$ cat config.mk
export PLATFORM = sky130hd
export DESIGN_NAME = pc_sequencer
export DESIGN_NICKNAME = d
export VERILOG_FILES = /design/src/rtl/pc_sequencer.sv
export SDC_FILE = /design/constraint.sdc
export NUM_CORES = 1
export LEC_CHECK = 0
export BUFFER_PORTS_ARGS = -buffer_cell sky130_fd_sc_hd__buf_2
export CAP_MARGIN = 25
export CORE_MARGIN = 8
export CORE_UTILIZATION = 55
export CTS_CLUSTER_SIZE = 10
export DETAILED_ROUTE_END_ITERATION = 8
export PLACE_DENSITY_LB_ADDON = 0.1
export SLEW_MARGIN = 25
export SYNTH_ARGS = -nofsm -noshare
export SYNTH_HDL_FRONTEND = slang
export SYNTH_SLANG_ARGS = --single-unit
$ cat constraint.sdc
create_clock -name CLK -period 3.1 [get_ports CLK]
set_clock_uncertainty 0.1 [all_clocks]
set_input_delay 0.62 -clock CLK [delete_from_list [all_inputs] [get_ports CLK]]
set_output_delay 0.62 -clock CLK [all_outputs]
set_load 0.03 [all_outputs]
$ cat src/rtl/pc_sequencer.sv
`default_nettype none
// ============================================================================
//  Module   : pc_sequencer
//  Purpose  : Program-run sequencer and branch decoder driving the PC, with a
//             writable 16-entry branch-target table and run statistics.
//  Revision : 1.0  initial release
// ============================================================================
module pc_sequencer #(
   parameter int unsigned MAX_CYCLES = 1000
) (
   input  logic        CLK,
   input  logic        Reset_n,
   input  logic        Start,
   input  logic [8:0]  Instr,
   input  logic        ALU_zero,
   input  logic        TblWe,
   input  logic [3:0]  TblAddr,
   input  logic [15:0] TblData,
   output logic        Init,
   output logic        Halt,
   output logic        Branch_abs,
   output logic        Branch_rel_en,
   output logic [15:0] Target,
   output logic        Ack,
   output logic        Timeout,
   output logic [15:0] CycleCnt,
   output logic [15:0] BranchCnt
);

   localparam logic [15:0] c_wdog_last = 16'(MAX_CYCLES - 1);

   typedef enum logic [1:0] {
      S_IDLE = 2'd0,
      S_INIT = 2'd1,
      S_RUN  = 2'd2,
      S_DONE = 2'd3
   } state_t;

   state_t      r_state;
   state_t      w_next_state;
   logic        r_start_d;
   logic [15:0] r_tbl [16];
   logic [15:0] r_cycle_cnt;
   logic [15:0] r_branch_cnt;
   logic        r_timeout;

   logic        w_start_edge;
   logic        w_is_halt;
   logic        w_wdog;
   logic        w_term;
   logic        w_taken;
   logic [15:0] w_tbl_rd;

   assign w_start_edge = Start & ~r_start_d;
   assign w_is_halt    = (Instr == 9'h1FF);
   assign w_wdog       = (r_cycle_cnt == c_wdog_last);
   assign w_term       = (r_state == S_RUN) && (w_is_halt || w_wdog);
   assign w_tbl_rd     = r_tbl[Instr[3:0]];

   assign CycleCnt  = r_cycle_cnt;
   assign BranchCnt = r_branch_cnt;
   assign Timeout   = r_timeout;

   always_ff @(posedge CLK or negedge Reset_n) begin
      if (!Reset_n) begin
         r_state   <= S_IDLE;
         r_start_d <= 1'b0;
      end else begin
         r_state   <= w_next_state;
         r_start_d <= Start;
      end
   end

   always_comb begin
      w_next_state  = r_state;
      Init          = 1'b0;
      Halt          = 1'b0;
      Ack           = 1'b0;
      Branch_abs    = 1'b0;
      Branch_rel_en = 1'b0;
      Target        = 16'h0000;
      w_taken       = 1'b0;
      case (r_state)
         S_IDLE: begin
            Init = 1'b1;
            if (w_start_edge) w_next_state = S_INIT;
         end
         S_INIT: begin
            Init         = 1'b1;
            w_next_state = S_RUN;
         end
         S_RUN: begin
            // A terminating cycle (HALT or watchdog) suppresses all branching.
            if (w_term) begin
               Halt         = 1'b1;
               w_next_state = S_DONE;
            end else if (Instr[8:6] == 3'b111) begin
               Branch_abs = 1'b1;
               Target     = w_tbl_rd;
               w_taken    = 1'b1;
            end else if (Instr[8:6] == 3'b110) begin
               Branch_rel_en = 1'b1;
               Target        = w_tbl_rd;
               w_taken       = ALU_zero;
            end
         end
         S_DONE: begin
            Halt = 1'b1;
            Ack  = 1'b1;
            if (w_start_edge) w_next_state = S_INIT;
         end
         default: w_next_state = S_IDLE;
      endcase
   end

   always_ff @(posedge CLK or negedge Reset_n) begin
      if (!Reset_n) begin
         r_cycle_cnt  <= 16'h0000;
         r_branch_cnt <= 16'h0000;
         r_timeout    <= 1'b0;
      end else if (r_state == S_INIT) begin
         r_cycle_cnt  <= 16'h0000;
         r_branch_cnt <= 16'h0000;
         r_timeout    <= 1'b0;
      end else if (r_state == S_RUN) begin
         r_cycle_cnt <= r_cycle_cnt + 16'h0001;
         if (w_taken && (r_branch_cnt != 16'hFFFF))
            r_branch_cnt <= r_branch_cnt + 16'h0001;
         // HALT takes priority over the watchdog in the same cycle.
         if (w_term)
            r_timeout <= ~w_is_halt;
      end
   end

   always_ff @(posedge CLK or negedge Reset_n) begin
      if (!Reset_n) begin
         for (int i = 0; i < 16; i++) r_tbl[i] <= 16'h0000;
      end else if (TblWe && (r_state != S_RUN)) begin
         r_tbl[TblAddr] <= TblData;
      end
   end

endmodule
`default_nettype wire

**Word-level counts from Yosys, hierarchy flattened**

Index checks and enable logic that the tools add are counted.

- Flip-flop bits (word level): 292
- Logic and storage cells: 92
- Output and inout bits: 54

- Reductions and logical operators: 14
- Order comparisons: 3
- Bitwise logic cells: 5
- Add/sub/neg operators: 2
- Equality and inequality tests: 11
- Mux-type cells: 36

Operators with widths:

| kind | count |
|---|---|
| $bwmux 256 | 1 |
| $mux 16 | 12 |
| $bmux 16 s4 | 1 |
| $demux 16 s4 | 1 |
| $add 16x1->16 const B | 2 |
| $mux 1 | 17 |
| $eq 16x10->1 const B | 1 |
| $ne 16x16->1 const B | 1 |
| $ge 5x5->1 const B | 2 |
| $not 4->5 | 2 |
| $eq 9x9->1 const B | 1 |
| $eq 3x3->1 const B | 2 |
| $pmux 2 s3 | 1 |
| $reduce_and 2->1 | 3 |
| $reduce_bool 2->1 | 3 |
| $lt 5x1->1 const B | 1 |
| $eq 2x2->1 const B | 2 |
| $logic_and 1x1->1 | 4 |
| $mux 2 | 2 |
| $ne 2x2->1 const B | 2 |
| $reduce_or 2->1 | 2 |
| $eq 2x1->1 const B | 1 |
| $logic_not 2->1 | 1 |
| $ne 2x1->1 const B | 1 |
| other kinds (4) | 5 |

**Logic depth before layout (Yosys ltp)**

- Depth after elaboration: 9
- Mapped depth: 9
- Depth with buffers taken out: 7

**Worst setup path after synthesis**

OpenSTA, ideal clock, no wires.

- Path type: input port to output port
- From: input Instr[0]
- To: output Target[0]
- Setup slack: -0.136 ns
- Arrival time: 2.516 ns
- Stages: 5
- Data required time: 2.380 ns
- Path buffers: 2
- Cell sequence: clkbuf_1 buf_2 mux4_2 mux4_2 nor2b_1

- Cells in the longest elaborated chain, start to end: 8

Ends and longest elaborated chain:

| item | line | text |
|---|---|---|
| start, declared | 14 | `input logic [8:0] Instr,` |
| $not 4->5 (implied by the code) | 58 | `assign w_tbl_rd = r_tbl[Instr[3:0]];` |
| $bmux 16 s4 | 58 |  |
| $mux 16 (implied by the code) (2 in a row) | 58 |  |
| $mux 16 | 101 | `end else if (Instr[8:6] == 3'b110) begin` |
| $mux 16 | 97 | `end else if (Instr[8:6] == 3'b111) begin` |
| $mux 16 * | 94 | `if (w_term) begin` |
| $mux 16 * | 83 | `case (r_state)` |
| end, declared | 23 | `output logic [15:0] Target,` |

Every way passes the cells marked *; elsewhere a longest branch is shown, timed or not. The select of a mux whose other input is x is not followed.

**Worst setup path in the final report**

- From: register r_cycle_cnt[0], in the netlist CycleCnt[0]
- To: output Target[8]

- Cells in the longest elaborated chain, start to end: 5

Ends and longest elaborated chain:

| item | line | text |
|---|---|---|
| start, declared | 43 | `logic [15:0] r_cycle_cnt;` |
| start signal, assigned | 126 | `r_cycle_cnt <= r_cycle_cnt + 16'h0001;` |
| $eq 16x10->1 | 56 | `assign w_wdog = (r_cycle_cnt == c_wdog_last);` |
| $logic_or 1x1->1 | 57 | `assign w_term = (r_state == S_RUN) && (w_is_halt \|\| w_wdog);` |
| $logic_and 1x1->1 | 57 |  |
| $mux 16 | 94 |  |
| $mux 16 | 83 |  |

Every way passes these cells.

==> metrics.txt <==
status=finished, violations left; violated checks=negative setup slack; met1 Use GR=30.2%; top cells by area, synth=dfrtp_1, mux2_2, mux4_2; post-synth cell types=50; Routed Antenna Nets=0; area leader, netlist=dfrtp_1; worst setup margin=-0.0988 ns; CTS Buf Count=35; RSZ-0062 raised after global routing=yes; syn avg cell area=14.9 sq um; synth warn=0; total track usage=22.2%; Vias/cell=6.03; Relative slew margins=55.7%; fraction of registers with async set/reset=100%; largest net degree at the start of global routing=69; Synth Area in Compound Gates=3.00%; Critical Path Source Type=flop; drt drc=0; CP max FO=6; WL final=32800 microns; number of synthesized register bits=292; RePlAce Congestion=0.793; worst path arrival time=2.48 ns; Placed Cells=1325; largest family of logic cells by synthesized area=multiplexers; EDFF count, synth=0; drt pass-1 iters=5; H-tree depth=2; met3 Track Usage GR=4.99%; Max Buffers Root-to-Sink=3; Period Utilization, post-route=103%; hold crit path type=in2reg; commonest non-fill, non-tap cell in the layout=dfrtp_1; first-pass GRT wire length=52700 microns; Post-layout nets=1091; synth-to-layout area growth=18.5%; global routing's busiest layer=met2; sequential fraction of the synthesis area=53.4%; P per Cell Area=776 nW/um^2; clk slew on worst S/H paths=0.05 ns; core area=24400 sq um; input/output buffers=87; Net Count, Synth=960; Final setup viols=18; layout cell share with drive strength beyond 1=54.6%; worst-margin pin slew=0.660 ns; Clock Sink Count=292; Leak Pwr=7.11 nW; minimum clock period=3.20 ns; initial DRC count=506; CP Class=reg2out; Hold Vio Cnt, Final=0; Initial Util=56.1%; via count=8326; Setup crit end kind=output pin; Synth Cell Area=13700 sq um; Synth Area in XOR/XNOR=0.640%; post-synthesis adder-cell area fraction=0.640%; total grt overflow=0; most frequent cells in the layout=dfrtp_1, mux2_2, mux4_2; top-area cell type share of the netlist area=53.4%; detailed placer's ending HPWL=21100 microns; Die Width=174 microns; IR Drop Worst-Case VDD=0.536 mV; root buf cell=clkbuf_16; Die Y-Extent=174 microns; Setup TNS=-1.14 ns; Max-Cap Viols=0; routed len/inst=23.8 microns; Achievable Freq=0.313 GHz; vias in the first global route=8897; I/O pins=88; Final Slew Violations=0; area share of and/or/nand/nor cells after synthesis=5.53%; final std cells w/o fill=1381; initial antenna violation count=1; Syn Inst Count=919; Post-synth top flop=dfrtp_1; CP required=2.38 ns; TritonCTS clock tree=built; met2 Use GR=36.0%; clk_lat worst skew=0.51 ns; Total Die Area=30200 sq um; post-route core utilization=66.4%; row count=57; mux cell area share after synthesis=34.4%
[logic make-up (layout without fill, tap and decap cells)]
group           count (synthesis)  after routing
mux                           338            338
flops                         292            292
simple gates                  142            142
buf+inv                        75            212
compound gates                 55             55
xor+xnor                       10             10
fa+ha+maj                       7              7
other cells                     0              1
[what timing repair did]
action                                  4_1_cts  5_1_grt
gates cloned                                  1        0
endpoints found under the setup margin       19       19
pin swaps                                     5        4
endpoints found under the hold margin        15        0
setup buffers                                 7        4
hold buffers                                  1        0
resized for setup                            60       13
[worst max-delay path: stages, from the launching register on]
cell and delay, ns:
dfrtp_1 0.41, ha_4 0.18, or3b_4 0.25, nor4_4 0.05, or4b_4 0.59, buf_12 0.20, nor2b_1 0.11, buf_4 0.17
[cell usage after synthesis (3+ instances only)]
library cell    n
nor3_1          8
clkbuf_1       44
or4_1           3
xnor2_1         5
dfrtp_1       292
nand4_1         6
nor2_1         29
or4b_1          3
mux2_2        256
o21ai_2         9
nand2_1        29
nor2b_1        22
nand2b_1        4
or3_1           3
xor2_1          5
ha_1            7
and3_1          4
o21ai_0        15
or2_2           3
mux4_2         80
inv_1          11
buf_2          15
a21oi_1         4
a31oi_1         6
nand3_1        17
o31ai_1        10
[path summary, 6_finish.rpt]
check	from	slack [ns]	end	depth (start not counted)
setup / recovery	CycleCnt[0]$_DFFE_PN0P_	-0.1	Target[8]	7
hold / removal	Start	0.13	r_start_d$_DFF_PN0_	1
setup reg to reg	r_state[0]$_DFFE_PN0P_	0.33	r_tbl[40]$_DFFE_PN0P_	8
hold reg to reg	r_tbl[62]$_DFFE_PN0P_	0.40	r_tbl[62]$_DFFE_PN0P_	1
max in group asynchronous	Reset_n	1.55	CycleCnt[6]$_DFFE_PN0P_	3
min in group asynchronous	Reset_n	0.56	r_tbl[194]$_DFFE_PN0P_	2
[sequential cells by signal, summed over array words and instances, names as in the netlist]
| register | count |
|---|---|
| BranchCnt | 16 |
| CycleCnt | 16 |
| Timeout | 1 |
| r_start_d | 1 |
| r_state | 2 |
| r_tbl | 256 |
[routing by layer]
layer,share of wire (%),vias to the layer above
li1,-,3678
met1,44,4425
met2,49,167
met3,4.5,56
met4,2.2,0
met5,0,-
[per-stage QoR]
step	hold slack (ns)	total power, mW	setup slack, ns	instance area (sq um)
floorplan	0.224	7.98	0.0498	13700
global placement	0.381	8.74	-0.0668	14900
detailed placement	0.389	8.87	-0.0740	14900
CTS	0.115	12.6	-0.152	16100
global route	0.110	13.2	-0.180	16200
finish	0.129	12.6	-0.0988	16200
[power breakdown]
part	internal (mW)	switching (mW)
logic	1.96	1.22
registers	5.10	0.679
clock network	2.16	1.45
[cell type report]
cell class              count  area, sq um
diodes                      1         2.50
repair buffers            158         1270
inverters                  11         41.3
flip-flops and latches    292         7310
fillers                  1790         8190
clock buffers              43          968
multi-input cells         552         6210
well taps                 324          405
No activity file was read; power rests on OpenSTA's default activity.
